==> src/rtl/dff_delay_line_pkg.sv <==
// rtl/dff_delay_line_pkg.sv - shared sizing helpers for the delay line
package dff_delay_line_pkg;

  // Ceiling log2, never less than 1 so a select or counter keeps at least one bit.
  function automatic int clog2(input int n);
    int r;
    r = 1;
    for (int i = 1; i < 31; i++) begin
      if ((1 << i) < n) r = i + 1;
    end
    return r;
  endfunction

  localparam int DEPTH_DEFAULT = 4;
  localparam int TAPW          = clog2(DEPTH_DEFAULT);
  localparam int CNTW          = clog2(DEPTH_DEFAULT + 1);

endpackage

==> src/rtl/dff_delay_stage.sv <==
// rtl/dff_delay_stage.sv - one {valid, data} register with clear and enable
module dff_delay_stage #(
  parameter int W = 9
) (
  input  logic         clk,
  input  logic         rst_n,
  input  logic         clr,
  input  logic         en,
  input  logic [W-1:0] d,
  output logic [W-1:0] q
);

  logic [W-1:0] data_q;
  logic [W-1:0] data_d;

  always_comb begin
    data_d = data_q;
    if (clr) begin
      data_d = '0;
    end else if (en) begin
      data_d = d;
    end
  end

  always_ff @(posedge clk or negedge rst_n) begin
    if (!rst_n) begin
      data_q <= '0;
    end else begin
      data_q <= data_d;
    end
  end

  assign q = data_q;

endmodule

==> src/rtl/dff_delay_line.sv <==
// rtl/dff_delay_line.sv - WIDTH x DEPTH delay line with valid, tap select and fill flag
module dff_delay_line
  import dff_delay_line_pkg::*;
#(
  parameter int WIDTH = 8,
  parameter int DEPTH = 4,
  parameter int TAPW  = clog2(DEPTH)
) (
  input  logic             CLK,
  input  logic             RESET,
  input  logic             EN,
  input  logic             CLR,
  input  logic [WIDTH-1:0] D,
  input  logic             D_VALID,
  input  logic [TAPW-1:0]  TAP_SEL,
  output logic [WIDTH-1:0] Q,
  output logic [WIDTH-1:0] Qbar,
  output logic             Q_VALID,
  output logic             PRIMED
);

  localparam int CNT_W = clog2(DEPTH + 1);

  logic [WIDTH:0]   stage_in  [DEPTH];
  logic [WIDTH:0]   stage_out [DEPTH];
  logic [CNT_W-1:0] cnt_q;
  logic [CNT_W-1:0] cnt_d;
  logic [WIDTH:0]   sel;
  int               tap_idx;

  for (genvar gi = 0; gi < DEPTH; gi++) begin : g_stage
    if (gi == 0) begin : g_head
      assign stage_in[gi] = {D_VALID, D};
    end else begin : g_tail
      assign stage_in[gi] = stage_out[gi-1];
    end

    dff_delay_stage #(
      .W(WIDTH + 1)
    ) u_stage (
      .clk  (CLK),
      .rst_n(RESET),
      .clr  (CLR),
      .en   (EN),
      .d    (stage_in[gi]),
      .q    (stage_out[gi])
    );
  end

  // Counts enabled shifts, not valid samples; saturates once every stage is written.
  always_comb begin
    cnt_d = cnt_q;
    if (CLR) begin
      cnt_d = '0;
    end else if (EN && (cnt_q != CNT_W'(DEPTH))) begin
      cnt_d = cnt_q + CNT_W'(1);
    end
  end

  always_ff @(posedge CLK or negedge RESET) begin
    if (!RESET) begin
      cnt_q <= '0;
    end else begin
      cnt_q <= cnt_d;
    end
  end

  // Taps beyond the last stage clamp to it when DEPTH is not a power of two.
  always_comb begin
    tap_idx = (int'(TAP_SEL) < DEPTH) ? int'(TAP_SEL) : DEPTH - 1;
    sel     = '0;
    for (int i = 0; i < DEPTH; i++) begin
      if (i == tap_idx) sel = stage_out[i];
    end
  end

  assign Q       = sel[WIDTH-1:0];
  assign Q_VALID = sel[WIDTH];
  assign Qbar    = ~sel[WIDTH-1:0];
  assign PRIMED  = (cnt_q == CNT_W'(DEPTH));

endmodule

==> config.mk <==
export PLATFORM = sky130hd
export DESIGN_NAME = dff_delay_line
export DESIGN_NICKNAME = d
export VERILOG_FILES = /design/src/rtl/dff_delay_line_pkg.sv /design/src/rtl/dff_delay_stage.sv /design/src/rtl/dff_delay_line.sv
export SDC_FILE = /design/constraint.sdc
export NUM_CORES = 1
export LEC_CHECK = 0
export BUFFER_PORTS_ARGS = -buffer_cell sky130_fd_sc_hd__buf_2
export CORE_MARGIN = 2
export CORE_UTILIZATION = 40
export DETAILED_ROUTE_END_ITERATION = 16
export GPL_ROUTABILITY_DRIVEN = 0
export PLACE_DENSITY_LB_ADDON = 0.1
export SYNTH_ARGS = -nofsm -noshare
export SYNTH_HDL_FRONTEND = slang
export SYNTH_SLANG_ARGS = --single-unit
==> constraint.sdc <==
create_clock -name CLK -period 4 [get_ports CLK]
set_clock_uncertainty 0.2 [all_clocks]
set_input_delay 0.8 -clock CLK [delete_from_list [all_inputs] [get_ports CLK]]
set_output_delay 0.8 -clock CLK [all_outputs]
set_load 0.05 [all_outputs]
==> qor.txt, run 1 <==
Period minus WS final: 2.99 ns
Postcts setup bufs: 0
# diodes: 0
Top Ports: 33
Layout Utilization: 48.4%
Synth Cell Area: 0.00189 sq mm
Area taken by multi-input logic gates: 805 sq um
Initial antenna violation count: 0
Global route overflow: 0
Core area: 0.00444 sq mm
Routing usage on met2: 23.6%
Post-DRT Antenna Nets: 0
Drt drc: 0
Pwr Density: 377 mW/mm^2
Sw Share: 25.8%
FP Rows: 24
RSZ-0062 raised after global routing: no
Initial DRC Count: 34
Final clock period utilization by the worst path: 74.7%
CTS Root Cell: clkbuf_8
Max-slew violations: 0
Setup CP Type: input port to output pin
Die span in y: 72.7 um
Mapped Avg Cell Area: 12.3 sq um
Share of cells above drive strength 1: 31.0%
Setup TNS: 0 ns
Hold_ws: 0.320 ns
Rel. slew slack: 44.2%
CTS resizes: 0
Total power draw: 0.812 mW
Logic pwr share: 13.4%
Seq/Total Area, Yosys: 51.7%
Endpoint type of the worst setup path: output pin
CTS buffer count: 5
Layout area overhead: 13.9%
Status: complete, no violations
Die X: 72.7 um
Hpwl dp: 2.31 mm
DRT Pass-1 Iters: 4
First-pass GRT wire length: 5.77 mm
Clk buf depth: 2
Skew-Pair Late Insertion Delay: 0.29 ns
Gr usage total: 14.6%
Post-synth EDFFs: 0
Clock tree sinks: 39
H-tree Lvls: 2
FMAX: 0.335 GHz
Largest net degree at the start of global routing: 42
Final setup fails: 0
Reg power frac: 51.2%
Worst slew pin tran: 0.837 ns
Worst-path clk slew: 0.07 ns
Synthesized flop and latch total: 39
Synth warnings: 0
Routed vias/inst: 5.14
Fill cells: 421
Critical path arrival: 1.99 ns
Hold Crit Class: flop to flop
Most used DFF post-synth: dfrtp_1
Internal power: 0.602 mW
Routed WL: 3.40 mm
Met3 Resource Use GR: 4.70%
Max-cap viol count: 0
Most Used Layer, Global Route: met2
Post-Synthesis Net Count: 170
Met1 Track Usage GR: 18.0%
Crit Path Max Fanout: 9
Die area: 0.00529 sq mm
CTS hold repair buffers: 0
Post-synthesis async set-or-reset flop share: 100%
PortBufs: 32
Initial Util: 42.5%
Peak supply drop: 0.176 mV
Worst EP required: 3.00 ns
Clk network pwr share: 35.4%
Final nets: 200
Final Hold Viols: 0
Via count: 1,213
Sw Pwr: 0.209 mW
Critical Path Start Type: input port
Sequential cell area: 976 sq um
CTS tree: built
Count of cell types in the netlist: 21
Syn Inst Count: 153
Leak pwr: 1.11 nW
Vias in the first global route: 1,181
Routed length per instance: 14.4 um
[synth_stat cells, drive strengths merged (2+ instances only)]
library cell,number,area share (%)
buf,8,3.2
inv,10,2.0
ha,2,1.3
mux4,9,11
nand2b,2,0.66
mux2i,37,20
clkbuf,2,0.46
dfrtp,39,52
nor2,37,7.4
[kinds of logic after synthesis]
family	after synthesis	synth area share, %
AOI/OAI and AO/OA	2	0.663
and+or+nand+nor	43	9.48
buffers and inverters	20	5.70
muxes	47	31.1
adders and majority gates	2	1.33
DFF	39	51.7
[worst max-delay path: stages]
cell and delay (ns):
buf_2 0.29, mux4_2 0.59, inv_2 0.06, buf_2 0.25
[layout by cell type, fill, tap and decap left out, drive strengths merged]
cell type   n
and2        1
and4b       1
inv        10
a21boi      1
nor2b       1
mux2i      37
dfrtp      39
mux2        1
nor3        1
clkbuf      8
a21oi       1
buf        33
ha          2
mux4        9
nor2       37
nand2b      2
[per-layer routing]
metal	share of wire (%)	up-vias
li1	-	573
met1	45	607
met3	4.6	5
met2	48	28
met5	0	-
met4	1.7	0
[metrics by stage]
stage	worst slack (ns)	instance area, sq um	std cells
after floorplan	1.13	1890	153
after global placement	0.999	2050	228
after detailed placement	0.989	2050	228
after CTS	0.985	2150	236
after global routing	0.934	2150	236
final	1.01	2150	236
[flip-flops by register name (all words and copies together), names as in the netlist]
register	cells
g_stage.u_stage.q	36
cnt_q	3
[worst paths after layout]
| check | start | end | slack (ns) | cells after the start |
|---|---|---|---|---|
| worst min register to register | g_stage[3].u_stage.q[0]$_DFFE_PN0P_ | g_stage[3].u_stage.q[0]$_DFFE_PN0P_ | 0.32 | 2 |
| worst max register to register | cnt_q[0]$_DFFE_PN0P_ | cnt_q[0]$_DFFE_PN0P_ | 2.44 | 4 |
| min in group asynchronous | RESET | g_stage[1].u_stage.q[7]$_DFFE_PN0P_ | 0.40 | 1 |
| worst min-delay path | g_stage[3].u_stage.q[0]$_DFFE_PN0P_ | g_stage[3].u_stage.q[0]$_DFFE_PN0P_ | 0.32 | 2 |
| max in group asynchronous | RESET | g_stage[0].u_stage.q[4]$_DFFE_PN0P_ | 2.66 | 1 |
| worst max-delay path | TAP_SEL[0] | Qbar[2] | 1.01 | 4 |
[layout make-up]
class	instances	share of cell area, %
flip-flops and latches	39	45.4
multi-input cells	94	37.4
repair buffers	33	7.80
clock buffers	8	4.65
well taps	52	3.03
inverters	10	1.75
[power groups by stage]
stage	clock (mW)	combinational [mW]	sequential, mW
after detailed placement	0	0.110	0.424
after CTS	0.301	0.111	0.416
after global routing	0.321	0.118	0.418
final	0.287	0.108	0.416
after global placement	0	0.108	0.423
after floorplan	0	0.0845	0.421
Note: power is estimated with default switching activity, not from simulation.
==> inputs of run 2 (changes only) <==
clock period = 2.5 ns   (was 4 ns; I/O delays follow)
==> run 2 against run 1 <==
- combinational power up 67%
- core utilization up 1.1 points
- global-route usage up 0.26 points
- register-to-register slack worse by 1.5 ns
- first-iteration DRC count up 32%
- critical path type unchanged
- critical path depth up 1
- die area unchanged
- clock-buffer cell count down 3
- routed wire length up 1.3%
- clock power up 82%
- power up 69%
- sequential power up 60%
==> qor.txt, run 2 (synthesis gave the netlist of run 1 again) <==
Via count: 1,220
Drt drc: 0
Routed vias/inst: 5.10
Leak pwr: 1.14 nW
Final setup fails: 0
Skew-Pair Late Insertion Delay: 0.29 ns
Die area: 0.00529 sq mm
Clock tree sinks: 39
Hold Crit Class: input port to asynchronous set/reset pin
Largest stage delay, worst path: 0.54 ns
Rel. slew slack: 43.0%
Setup CP Type: input port to output pin
Final clock period utilization by the worst path: 92.0%
PortBufs: 32
Pwr Density: 622 mW/mm^2
Final Hold Viols: 0
Worst-path clk slew: 0.08 ns
FP Rows: 24
Setup WS post-layout: 0.199 ns
CP endpoint: Qbar[3]
Most frequent CP cell: buf_2
Global route overflow: 0
R2R depth: 4
Max-slew violations: 0
Max reg flops: 36
Critical Path Start Type: input port
Routed WL: 3.45 mm
Routed length per instance: 14.4 um
Pre-CTS WS: 0.197 ns
Post-DRT Antenna Nets: 0
First-pass GRT wire length: 5.86 mm
Setup crit start: TAP_SEL[0]
CTS buffer count: 5
DRT Pass-1 Iters: 4
Largest net degree at the start of global routing: 40
Layout area overhead: 16.4%
RSZ-0062 raised after global routing: no
Final nets: 203
Hold_ws: 0.116 ns
Status: complete, no violations
Leading cell types in the layout, fill and taps excluded: 39 x dfrtp_1, 37 x mux2i_1, 37 x nor2_1
CP max stage cell: mux4_2
CTS Root Cell: clkbuf_8
Gr usage total: 14.9%
Initial DRC Count: 45
Core area: 0.00444 sq mm
Total power draw: 1.37 mW
CTS resizes: 0
CTS hold repair buffers: 0
FMAX: 0.435 GHz
Critical path arrival: 1.60 ns
Die span in y: 72.7 um
Reg2reg start: cnt_q[0]$_DFFE_PN0P_
Worst EP required: 1.80 ns
Top Ports: 33
Register-to-register setup slack: 0.95 ns
Crit Path Max Fanout: 9
# diodes: 0
Die X: 72.7 um
Endpoint type of the worst setup path: output pin
R2r endpoint: cnt_q[0]$_DFFE_PN0P_
CTS tree: built
Hpwl dp: 2.35 mm
Initial antenna violation count: 0
Max-cap viol count: 0
Worst slew pin tran: 0.854 ns
H-tree Lvls: 2
Setup TNS: 0 ns
Most common cell after layout, fill and taps aside: dfrtp_1
Worst-path cell chain: buf_2 -> buf_12 -> mux4_2 -> inv_2 -> buf_2
Share of cells above drive strength 1: 32.6%
Period minus WS final: 2.30 ns
Peak supply drop: 0.440 mV
Postcts setup bufs: 0
Initial Util: 42.5%
Clk buf depth: 2
Vias in the first global route: 1,179
==> run 2: changes by cell type in the layout (fill, tap and decap cells not counted), sizes merged <==
| cell | previous run | this run |
|---|---|---|
| clkinv | 0 | 2 |
| bufinv | 0 | 1 |
| buf | 33 | 36 |
| clkbuf | 8 | 5 |
==> run 2: how the worst min path moves through the flow <==
stage	end	depth (start not counted)	from
floorplan	cnt_q[0]$_DFFE_PN0P_	0	RESET
global placement	g_stage[3].u_stage.q[8]$_DFFE_PN0P_	2	g_stage[3].u_stage.q[8]$_DFFE_PN0P_
detailed placement	g_stage[3].u_stage.q[4]$_DFFE_PN0P_	2	g_stage[3].u_stage.q[4]$_DFFE_PN0P_
CTS	g_stage[0].u_stage.q[4]$_DFFE_PN0P_	1	RESET
global route	g_stage[2].u_stage.q[3]$_DFFE_PN0P_	1	RESET
finish	cnt_q[2]$_DFFE_PN0P_	1	RESET
==> run 2: metal layers <==
metal | track usage (%) | part of all wire, % | vias to the layer above
met2 | 22.8 | 46 | 29
met4 | 4.32 | 0.35 | 0
met5 | 0 | 0 | -
li1 | - | - | 583
met1 | 20.1 | 49 | 606
met3 | 4.97 | 4.5 | 2
==> run 2: critical path, delay by kind of cell <==
| family | cells | cell delay [ns] |
|---|---|---|
| buf+inv | 4 | 0.55 |
| mux | 1 | 0.54 |
==> run 2: final cells by class <==
class,instances,area [sq um]
clock inverters,3,43.8
repair buffers,36,203
inverters,10,37.5
fillers,419,2250
clock buffers,5,68.8
flip-flops and latches,39,976
well taps,52,65.1
multi-input cells,94,805
==> run 2: per-stage QoR <==
| stage | instances | util (%) | area, sq um |
|---|---|---|---|
| 3_5_place_dp | 231 | 46.9 | 2090 |
| 6_report | 239 | 49.5 | 2200 |
| 2_1_floorplan | 153 | - | 1890 |
| 3_3_place_gp | 231 | 46.9 | 2090 |
| 5_1_grt | 239 | 49.5 | 2200 |
| 4_1_cts | 239 | 49.5 | 2200 |
==> run 2: power breakdown <==
part	total [mW]	leakage [nW]	switching, mW	internal [mW]
clock network	0.523	0.0581	0.226	0.297
registers	0.665	0.534	0.0150	0.650
logic	0.180	0.547	0.114	0.0663
==> inputs of run 3 (changes only) <==
BUFFER_PORTS_ARGS = -buffer_cell sky130_fd_sc_hd__clkbuf_2   (was -buffer_cell sky130_fd_sc_hd__buf_2)
==> run 3 against run 2 <==
- critical path depth unchanged
- combinational power is essentially flat
- flip-flop and latch count unchanged
- cell area down 0.46%
- die area unchanged
- sequential power is essentially flat
- cell count rose by 0.42%
- critical endpoint is now Qbar[2]
- highest routed layer unchanged
==> qor.txt, run 3 (synthesis gave the netlist of run 1 again) <==
Routed length per instance: 14.4 um
Gr usage total: 15.2%
CTS resizes: 0
Status: complete, no violations
Fill cells: 428
Worst-path cell chain: clkbuf_2 -> buf_12 -> mux4_2 -> inv_2 -> clkbuf_2
DRT Pass-1 Iters: 4
Internal power: 0.935 mW
Critical path arrival: 1.62 ns
Hold_ws: 0.0344 ns
RSZ-0062 raised after global routing: no
Hold Crit Class: input port to asynchronous set/reset pin
Sw Pwr: 0.329 mW
# diodes: 0
Worst slew pin tran: 0.652 ns
Max-cap viol count: 0
Die area: 0.00529 sq mm
Initial antenna violation count: 0
Leading cell types in the layout, fill and taps excluded: 39 x dfrtp_1, 37 x mux2i_1, 37 x nor2_1
Largest net degree at the start of global routing: 27
Rel. slew slack: 56.5%
Final clock period utilization by the worst path: 92.7%
Peak supply drop: 0.402 mV
Clk buf depth: 2
Endpoint type of the worst setup path: output pin
Hpwl dp: 2.40 mm
Die X: 72.7 um
Routed vias/inst: 5.17
Critical Path Start Type: input port
Area taken by multi-input logic gates: 805 sq um
First-pass GRT wire length: 5.97 mm
Crit Path Max Fanout: 9
Drt drc: 0
Core area: 0.00444 sq mm
PortBufs: 32
CP max stage cell: mux4_2
Share of cells above drive strength 1: 33.0%
Clock tree sinks: 39
Top Ports: 33
Die span in y: 72.7 um
Setup TNS: 0 ns
Logic pwr share: 14.5%
Setup CP Type: input port to output pin
Reg power frac: 52.7%
Final setup fails: 0
Sequential cell area: 976 sq um
Initial DRC Count: 58
Final nets: 205
Leak pwr: 1.14 nW
Clk network pwr share: 32.9%
Most common cell after layout, fill and taps aside: dfrtp_1
Most frequent CP cell: clkbuf_2
CTS Root Cell: clkbuf_8
Post-DRT Antenna Nets: 0
Worst-path clk slew: 0.07 ns
Via count: 1,241
Routed WL: 3.45 mm
Largest stage delay, worst path: 0.54 ns
R2R depth: 4
CTS hold repair buffers: 0
Pwr Density: 578 mW/mm^2
CTS buffer count: 5
Final Hold Viols: 0
Global route overflow: 0
Max reg flops: 36
Postcts setup bufs: 0
H-tree Lvls: 2
Max-slew violations: 0
Skew-Pair Late Insertion Delay: 0.28 ns
Sw Share: 26.0%
Initial Util: 42.5%
Worst EP required: 1.80 ns
FMAX: 0.431 GHz
Period minus WS final: 2.32 ns
Layout area overhead: 15.9%
CTS tree: built
Vias in the first global route: 1,203
FP Rows: 24
## run 3: per-stage QoR
step	util (%)	total power, mW	instances	setup WS, ns	cell area, sq um
5_1_grt	49.2	1.34	240	0.133	2190
6_report	49.2	1.26	240	0.181	2190
3_5_place_dp	47.3	0.863	233	0.185	2100
2_1_floorplan	-	0.808	153	0.226	1890
3_3_place_gp	47.3	0.858	233	0.193	2100
4_1_cts	49.2	1.29	240	0.175	2190
## run 3: worst paths after layout
path                                                       endpoint                           startpoint  slack [ns]
worst max-delay path                                        Qbar[2]                           TAP_SEL[0]        0.18
worst min-delay path            g_stage[0].u_stage.q[7]$_DFFE_PN0P_                                RESET        0.03
worst max register to register                 cnt_q[0]$_DFFE_PN0P_                 cnt_q[0]$_DFFE_PN0P_        0.91
worst min register to register  g_stage[3].u_stage.q[5]$_DFFE_PN0P_  g_stage[3].u_stage.q[5]$_DFFE_PN0P_        0.33
max in group asynchronous       g_stage[0].u_stage.q[5]$_DFFE_PN0P_                                RESET        1.50
min in group CLK                g_stage[0].u_stage.q[8]$_DFFE_PN0P_                              D_VALID        0.26
## run 3: per-layer routing
| layer | vias to the layer above | wire length (um) | GRT usage (%) |
|---|---|---|---|
| li1 | 588 | - | - |
| met1 | 619 | 1580 | 19.7 |
| met2 | 30 | 1660 | 23.9 |
| met3 | 4 | 170 | 5.39 |
| met4 | 0 | 36 | 4.94 |
| met5 | - | 0 | 0 |
## run 3: power groups by stage
stage          clock network (mW)  logic [mW]  registers [mW]
4_1_cts                     0.435       0.186           0.665
3_5_place_dp                    0       0.185           0.678
5_1_grt                     0.473       0.199           0.668
2_1_floorplan                   0       0.135           0.673
3_3_place_gp                    0       0.182           0.676
6_report                    0.415       0.183           0.665
## run 3: final cells by class
cell class	instances	area share, %
clock buffers	6	3.77
repair buffers	38	9.95
inverters	10	1.72
well taps	52	2.97
clock inverters	1	0.229
multi-input cells	94	36.8
flip-flops and latches	39	44.6
## run 3: critical path, delay by kind of cell
kind	cells	cell delay, ns
buf+inv	4	0.58
mux	1	0.54
